==> src/rtl/simple_bus_pkg.sv <==
// Shared types and defaults for the simple-bus arbiter: FSM state encoding,
// default timeouts and the phase counter sizing helper.
package simple_bus_pkg;

  localparam int DEF_NUM_MASTERS   = 4;
  localparam int DEF_START_TIMEOUT = 8;
  localparam int DEF_DV_TIMEOUT    = 16;

  typedef logic [2:0] arb_state_t;

  localparam arb_state_t ARB_IDLE    = 3'd0;
  localparam arb_state_t ARB_GRANT   = 3'd1;
  localparam arb_state_t ARB_ADDR_LO = 3'd2;
  localparam arb_state_t ARB_RD_WAIT = 3'd3;
  localparam arb_state_t ARB_WR_WAIT = 3'd4;

  // One spare bit above the larger timeout so the counter can saturate cleanly.
  function automatic int cnt_width(input int a, input int b);
    return $clog2((a > b) ? a : b) + 1;
  endfunction

endpackage

==> src/rtl/simple_bus_arbiter_if.sv <==
// Request/grant and snooped bus-control bundle between the masters and the arbiter.
// master: a requester/bus side view; slave: the arbiter's view.
interface simple_bus_arbiter_if
  import simple_bus_pkg::*;
#(
  parameter int NUM_MASTERS = DEF_NUM_MASTERS
);
  localparam int IDW = $clog2(NUM_MASTERS);

  logic [NUM_MASTERS-1:0] req;
  logic [NUM_MASTERS-1:0] gnt;
  logic [IDW-1:0]         gnt_id;
  logic                   bus_busy;
  logic                   start;
  logic                   read;
  logic                   dataValid;
  logic                   timeout_err;

  modport master (
    output req, start, read, dataValid,
    input  gnt, gnt_id, bus_busy, timeout_err
  );

  modport slave (
    input  req, start, read, dataValid,
    output gnt, gnt_id, bus_busy, timeout_err
  );

endinterface

==> src/rtl/simple_bus_arbiter_rr_pick.sv <==
// Combinational round-robin selector: first asserted request at or after rr_ptr,
// wrapping around NUM_MASTERS.
module rr_pick #(
  parameter  int N  = 4,
  localparam int IW = $clog2(N)
) (
  input  logic [N-1:0]  req,
  input  logic [IW-1:0] rr_ptr,
  output logic          valid,
  output logic [IW-1:0] idx
);

  always_comb begin
    int          j;
    logic [IW-1:0] cand;
    j     = 0;
    cand  = '0;
    valid = 1'b0;
    idx   = '0;
    for (int i = 0; i < N; i++) begin
      j = int'(rr_ptr) + i;
      if (j >= N) j = j - N;
      cand = IW'(j);
      if (!valid && req[cand]) begin
        valid = 1'b1;
        idx   = cand;
      end
    end
  end

endmodule

==> src/rtl/simple_bus_arbiter.sv <==
// Round-robin owner of the shared tri-state simple bus; tracks each transaction by
// snooping start/read/dataValid and releases on completion, request drop or timeout.
module simple_bus_arbiter
  import simple_bus_pkg::*;
#(
  parameter int NUM_MASTERS   = DEF_NUM_MASTERS,
  parameter int START_TIMEOUT = DEF_START_TIMEOUT,
  parameter int DV_TIMEOUT    = DEF_DV_TIMEOUT
) (
  input logic                clock,
  input logic                reset,
  simple_bus_arbiter_if.slave bus
);

  localparam int IW = $clog2(NUM_MASTERS);
  localparam int CW = cnt_width(START_TIMEOUT, DV_TIMEOUT);

  localparam logic [CW-1:0] START_LAST = CW'(START_TIMEOUT - 1);
  localparam logic [CW-1:0] DV_LAST    = CW'(DV_TIMEOUT - 1);
  localparam logic [CW-1:0] CNT_MAX    = '1;
  localparam logic [IW-1:0] LAST_ID    = IW'(NUM_MASTERS - 1);

  arb_state_t             state_q, state_d;
  logic [NUM_MASTERS-1:0] gnt_q, gnt_d;
  logic [IW-1:0]          gnt_id_q, gnt_id_d;
  logic [IW-1:0]          rr_ptr_q, rr_ptr_d;
  logic [CW-1:0]          cnt_q, cnt_d;
  logic                   timeout_err_q, timeout_err_d;

  logic                   pick_valid;
  logic [IW-1:0]          pick_idx;
  logic [CW-1:0]          cnt_inc;
  logic                   rel;

  rr_pick #(.N(NUM_MASTERS)) u_pick (
    .req    (bus.req),
    .rr_ptr (rr_ptr_q),
    .valid  (pick_valid),
    .idx    (pick_idx)
  );

  always_comb begin
    state_d       = state_q;
    gnt_d         = gnt_q;
    gnt_id_d      = gnt_id_q;
    rr_ptr_d      = rr_ptr_q;
    cnt_d         = cnt_q;
    timeout_err_d = 1'b0;
    rel           = 1'b0;
    cnt_inc       = (cnt_q == CNT_MAX) ? cnt_q : cnt_q + 1'b1;

    // Completion events are tested before the timeout so a tie never flags an error.
    case (state_q)
      ARB_IDLE: begin
        if (pick_valid) begin
          state_d         = ARB_GRANT;
          gnt_d           = '0;
          gnt_d[pick_idx] = 1'b1;
          gnt_id_d        = pick_idx;
          cnt_d           = '0;
        end
      end
      ARB_GRANT: begin
        if (bus.start) begin
          state_d = ARB_ADDR_LO;
          cnt_d   = '0;
        end else if (!bus.req[gnt_id_q]) begin
          rel = 1'b1;
        end else if (cnt_q >= START_LAST) begin
          rel           = 1'b1;
          timeout_err_d = 1'b1;
        end else begin
          cnt_d = cnt_inc;
        end
      end
      ARB_ADDR_LO: begin
        state_d = bus.read ? ARB_RD_WAIT : ARB_WR_WAIT;
        cnt_d   = '0;
      end
      ARB_RD_WAIT, ARB_WR_WAIT: begin
        if (bus.dataValid) begin
          rel = 1'b1;
        end else if (cnt_q >= DV_LAST) begin
          rel           = 1'b1;
          timeout_err_d = 1'b1;
        end else begin
          cnt_d = cnt_inc;
        end
      end
      default: rel = 1'b1;
    endcase

    // Release always passes through ARB_IDLE, giving the bus a turnaround cycle.
    if (rel) begin
      state_d  = ARB_IDLE;
      gnt_d    = '0;
      gnt_id_d = '0;
      cnt_d    = '0;
      rr_ptr_d = (gnt_id_q == LAST_ID) ? '0 : gnt_id_q + 1'b1;
    end
  end

  always_ff @(posedge clock) begin
    if (reset) begin
      state_q       <= ARB_IDLE;
      gnt_q         <= '0;
      gnt_id_q      <= '0;
      rr_ptr_q      <= '0;
      cnt_q         <= '0;
      timeout_err_q <= 1'b0;
    end else begin
      state_q       <= state_d;
      gnt_q         <= gnt_d;
      gnt_id_q      <= gnt_id_d;
      rr_ptr_q      <= rr_ptr_d;
      cnt_q         <= cnt_d;
      timeout_err_q <= timeout_err_d;
    end
  end

  assign bus.gnt         = gnt_q;
  assign bus.gnt_id      = gnt_id_q;
  assign bus.bus_busy    = |gnt_q;
  assign bus.timeout_err = timeout_err_q;

endmodule

==> src/flat_wrapper.sv <==
// flat-port wrapper written by rule: the top's interface ports become plain ports
module simple_bus_arbiter_flat import simple_bus_pkg::*;
#(
  parameter int NUM_MASTERS   = DEF_NUM_MASTERS,
  parameter int START_TIMEOUT = DEF_START_TIMEOUT,
  parameter int DV_TIMEOUT    = DEF_DV_TIMEOUT
)
  (clock, reset, bus_req, bus_start, bus_read, bus_dataValid, bus_gnt, bus_gnt_id, bus_bus_busy, bus_timeout_err);
  simple_bus_arbiter_if #(.NUM_MASTERS(NUM_MASTERS)) bus_i ();
  input logic clock;
  input logic reset;
  input wire logic [$bits(bus_i.req)-1:0] bus_req;
  input wire logic [$bits(bus_i.start)-1:0] bus_start;
  input wire logic [$bits(bus_i.read)-1:0] bus_read;
  input wire logic [$bits(bus_i.dataValid)-1:0] bus_dataValid;
  output wire logic [$bits(bus_i.gnt)-1:0] bus_gnt;
  output wire logic [$bits(bus_i.gnt_id)-1:0] bus_gnt_id;
  output wire logic [$bits(bus_i.bus_busy)-1:0] bus_bus_busy;
  output wire logic [$bits(bus_i.timeout_err)-1:0] bus_timeout_err;
  assign bus_i.req = bus_req;
  assign bus_i.start = bus_start;
  assign bus_i.read = bus_read;
  assign bus_i.dataValid = bus_dataValid;
  assign bus_gnt = bus_i.gnt;
  assign bus_gnt_id = bus_i.gnt_id;
  assign bus_bus_busy = bus_i.bus_busy;
  assign bus_timeout_err = bus_i.timeout_err;
  simple_bus_arbiter #(.NUM_MASTERS(NUM_MASTERS), .START_TIMEOUT(START_TIMEOUT), .DV_TIMEOUT(DV_TIMEOUT)) u_core (.clock(clock), .reset(reset), .bus(bus_i));
endmodule
==> config.mk <==
export PLATFORM = sky130hd
export DESIGN_NAME = simple_bus_arbiter_flat
export DESIGN_NICKNAME = d
export VERILOG_FILES = /design/src/rtl/simple_bus_pkg.sv /design/src/rtl/simple_bus_arbiter_if.sv /design/src/rtl/simple_bus_arbiter_rr_pick.sv /design/src/rtl/simple_bus_arbiter.sv /design/src/flat_wrapper.sv
export SDC_FILE = /design/constraint.sdc
export NUM_CORES = 1
export LEC_CHECK = 0
export ABC_AREA = 1
export CAP_MARGIN = 15
export CELL_PAD_IN_SITES_DETAIL_PLACEMENT = 2
export CELL_PAD_IN_SITES_GLOBAL_PLACEMENT = 2
export CORE_MARGIN = 2
export CORE_UTILIZATION = 32
export CTS_CLUSTER_DIAMETER = 200
export DETAILED_ROUTE_END_ITERATION = 8
export HOLD_SLACK_MARGIN = 0.1
export PLACE_DENSITY = 0.89
export SLEW_MARGIN = 20
export SYNTH_ARGS = -nofsm -noshare
export SYNTH_HDL_FRONTEND = slang
export SYNTH_SLANG_ARGS = --single-unit
==> constraint.sdc <==
create_clock -name clock -period 3 [get_ports clock]
set_input_delay 0.6 -clock clock [delete_from_list [all_inputs] [get_ports clock]]
set_output_delay 0.6 -clock clock [all_outputs]
set_load 0.05 [all_outputs]
==> out/metrics.cfg <==
[run_status]
status=complete, no violations

[synthesis]
synth_top_area_share=0.255
synth_edf_count=0
synth-warning-count=0
async_reset_ff_frac=0
syn-num-nets=215
synth_top_family_by_area=simple AND/OR/NAND/NOR gates
synth_adder_area_share=0.0188
yosys.area.top_type=dfxtp_1
yosysUniqueCellTypes=30
synthSimpleGateAreaFrac=0.503
syn_inst=204
synth-seq-area-share=0.255
synthXorXnorAreaFrac=0.00657
syn_area_per_cell_um2=6.53
synth_flop_cell=dfxtp_1
synth.most_common_cell=nand2_1
ys_ff_latch=17
netlist_area_mm2=0.00133
synth_common_cells=60 x nand2_1, 22 x inv_1, 22 x nor2_1, 17 x dfxtp_1, 15 x nand3_1
synth.area.top_cells=dfxtp_1 26%, nand2_1 17%, inv_1 6.2%
synth_mux_area_frac=0
synth_compound_area_frac=0.120

[clock_network]
post-cts-setup-buffers=0
cts_max_level=1
numCtsBuffers=3
root_buffer=clkbuf_8
cts_buffer_depth=2
path_clk_slew_ns=0.07
cts_sinks=17
cts_tree=yes
insertion_delay_ns=0.25
cts_resized=0
postCtsHoldBufs=0

[power_and_ir_drop]
p_seq_frac=0.210
p_leak_uw=0.000751
swShare=0.567
power.internal_uw=782
combPwrFrac=0.695
cellPowerDensity_mw_per_mm2=1140
power_switching_uw=1020
power.total_uw=1810
p_clk_frac=0.096
ir_worst_vdd_mv=0.383

[sta]
relSlewSlack=0.658
fin_worst_skew_ns=0.00472
hold_viol=0
fmax_mhz=418
rsz0062_at_grt=false
fin_crit_sh=0.797
fin_crit_ns=2.39
slew_viol_final=0
worst-slew-pin-transition_ns=0.512
finalSetupViolCount=0
fin_hold_ws_ns=0.493
tns_ns=0

[placement]
dp_hpwl_mm=3.33
io_buffers=16
place_congestion=0.759

[routing]
wl_per_cell_um=15.5
detail_route.vias_per_cell=5.00
drt_iter0_drc=52
dr.pass1.iters=4
drc_errors=0
num_vias=1365
detail-route-antenna-nets=0
wl_mm=4.23

[floorplan]
rows=23
die-area_mm2=0.00470
ios=17
initial_core_util=0.333
die_y_um=68.5
dieWidth_um=68.5
core_area_mm2=0.00400

[global_routing]
grtUsageTotal=0.210
grt_pass1_wl_mm=7.30
gr-total-overflow=0
grt_max_degree=16
grt_pass1_vias=1499
antenna_found_initial=0

[finish]
insertedDiodeCount=0
fin_util=0.397
fin_nets=235
drive_above_1_share=0.193
area_growth_pct=19.2

[critical_path]
crit_path_start_kind=flip-flop
worstPathRequired_ns=2.40
end_kind=output pin
path_class=reg2out
crit_arrival_ns=1.79
critPathMaxFanout=3

[job]
maxCapViolations=0

[worst_hold_path]
hold_class=reg2reg

[final cells by class]
type,count,area [um2]
Fill cell,500,2410
Clock buffer,4,45.0
Tap cell,50,62.6
Inverter,29,109
Timing Repair Buffer,17,168
Multi-Input combinational cell,156,865
Sequential cell,17,340
[metrics by stage]
| stage | cell area, um2 | setup slack [ns] | instances |
|---|---|---|---|
| after floorplan | 1330 | 1.10 | 204 |
| after global placement | 1540 | 0.727 | 269 |
| after detailed placement | 1540 | 0.571 | 269 |
| after CTS | 1590 | 0.588 | 273 |
| after global routing | 1590 | 0.543 | 273 |
| final | 1590 | 0.609 | 273 |
[cells in the final DEF (no fill, tap or decap), types with 3 or more instances in the layout]
cell type and count:
nand2_1 60, inv_1 22, nor2_1 22, dfxtp_1 17
clkdlybuf4s50_1 16, nand3_1 15, a21oi_1 9, nand2_2 8
inv_2 7, nand2_4 7, a21oi_2 5, o21ai_0 4
nand3_2 3, nand4_1 3, clkbuf_8 3
[per-layer routing]
layer | track usage | share of wire
met4 | 0.0300 | 0.0040
met1 | 0.267 | 0.47
met3 | 0.0390 | 0.022
met2 | 0.375 | 0.51
met5 | 0 | 0
[final timing paths]
path / start / endpoint / slack, ns / depth (start not counted)
worst max register to register: u_core.rr_ptr_q[0]$_SDFFE_PP0P_ / u_core.cnt_q[0]$_SDFFE_PP0P_ / 0.95 / 12
worst min register to register: u_core.bus.gnt[2]$_SDFFE_PP0P_ / u_core.bus.gnt[2]$_SDFFE_PP0P_ / 0.49 / 2
worst max-delay path: u_core.bus.gnt[0]$_SDFFE_PP0P_ / bus_bus_busy / 0.61 / 2
worst min-delay path: u_core.bus.gnt[2]$_SDFFE_PP0P_ / u_core.bus.gnt[2]$_SDFFE_PP0P_ / 0.49 / 2
[power groups by stage]
stage | Sequential, uW | Clock, uW | Combinational (uW)
final | 378 | 173 | 1250
after global routing | 391 | 194 | 1390
after detailed placement | 384 | 0 | 1240
after CTS | 380 | 183 | 1270
after global placement | 378 | 0 | 1190
after floorplan | 415 | 0 | 916
[cells by family (layout without fill, tap and decap cells)]
kind of cell,after synthesis,in the layout
adders and majority gates,2,2
and+or+nand+nor,128,128
AOI/OAI and AO/OA,25,25
buffers and inverters,31,50
DFF,17,17
xor gates and xnor gates,1,1
[critical path: stages (launching register included)]
cell,delay (ns)
dfxtp_1,0.32
or4_1,0.51
clkdlybuf4s50_1,0.71
[state kept, by name, summed over array words and instances, names as in the netlist]
register,cells
u_core.cnt_q,5
u_core.state_q,3
u_core.bus.timeout_err,1
u_core.rr_ptr_q,2
u_core.bus.gnt,4
u_core.bus.gnt_id,2
(Power assumes the default switching activity.)
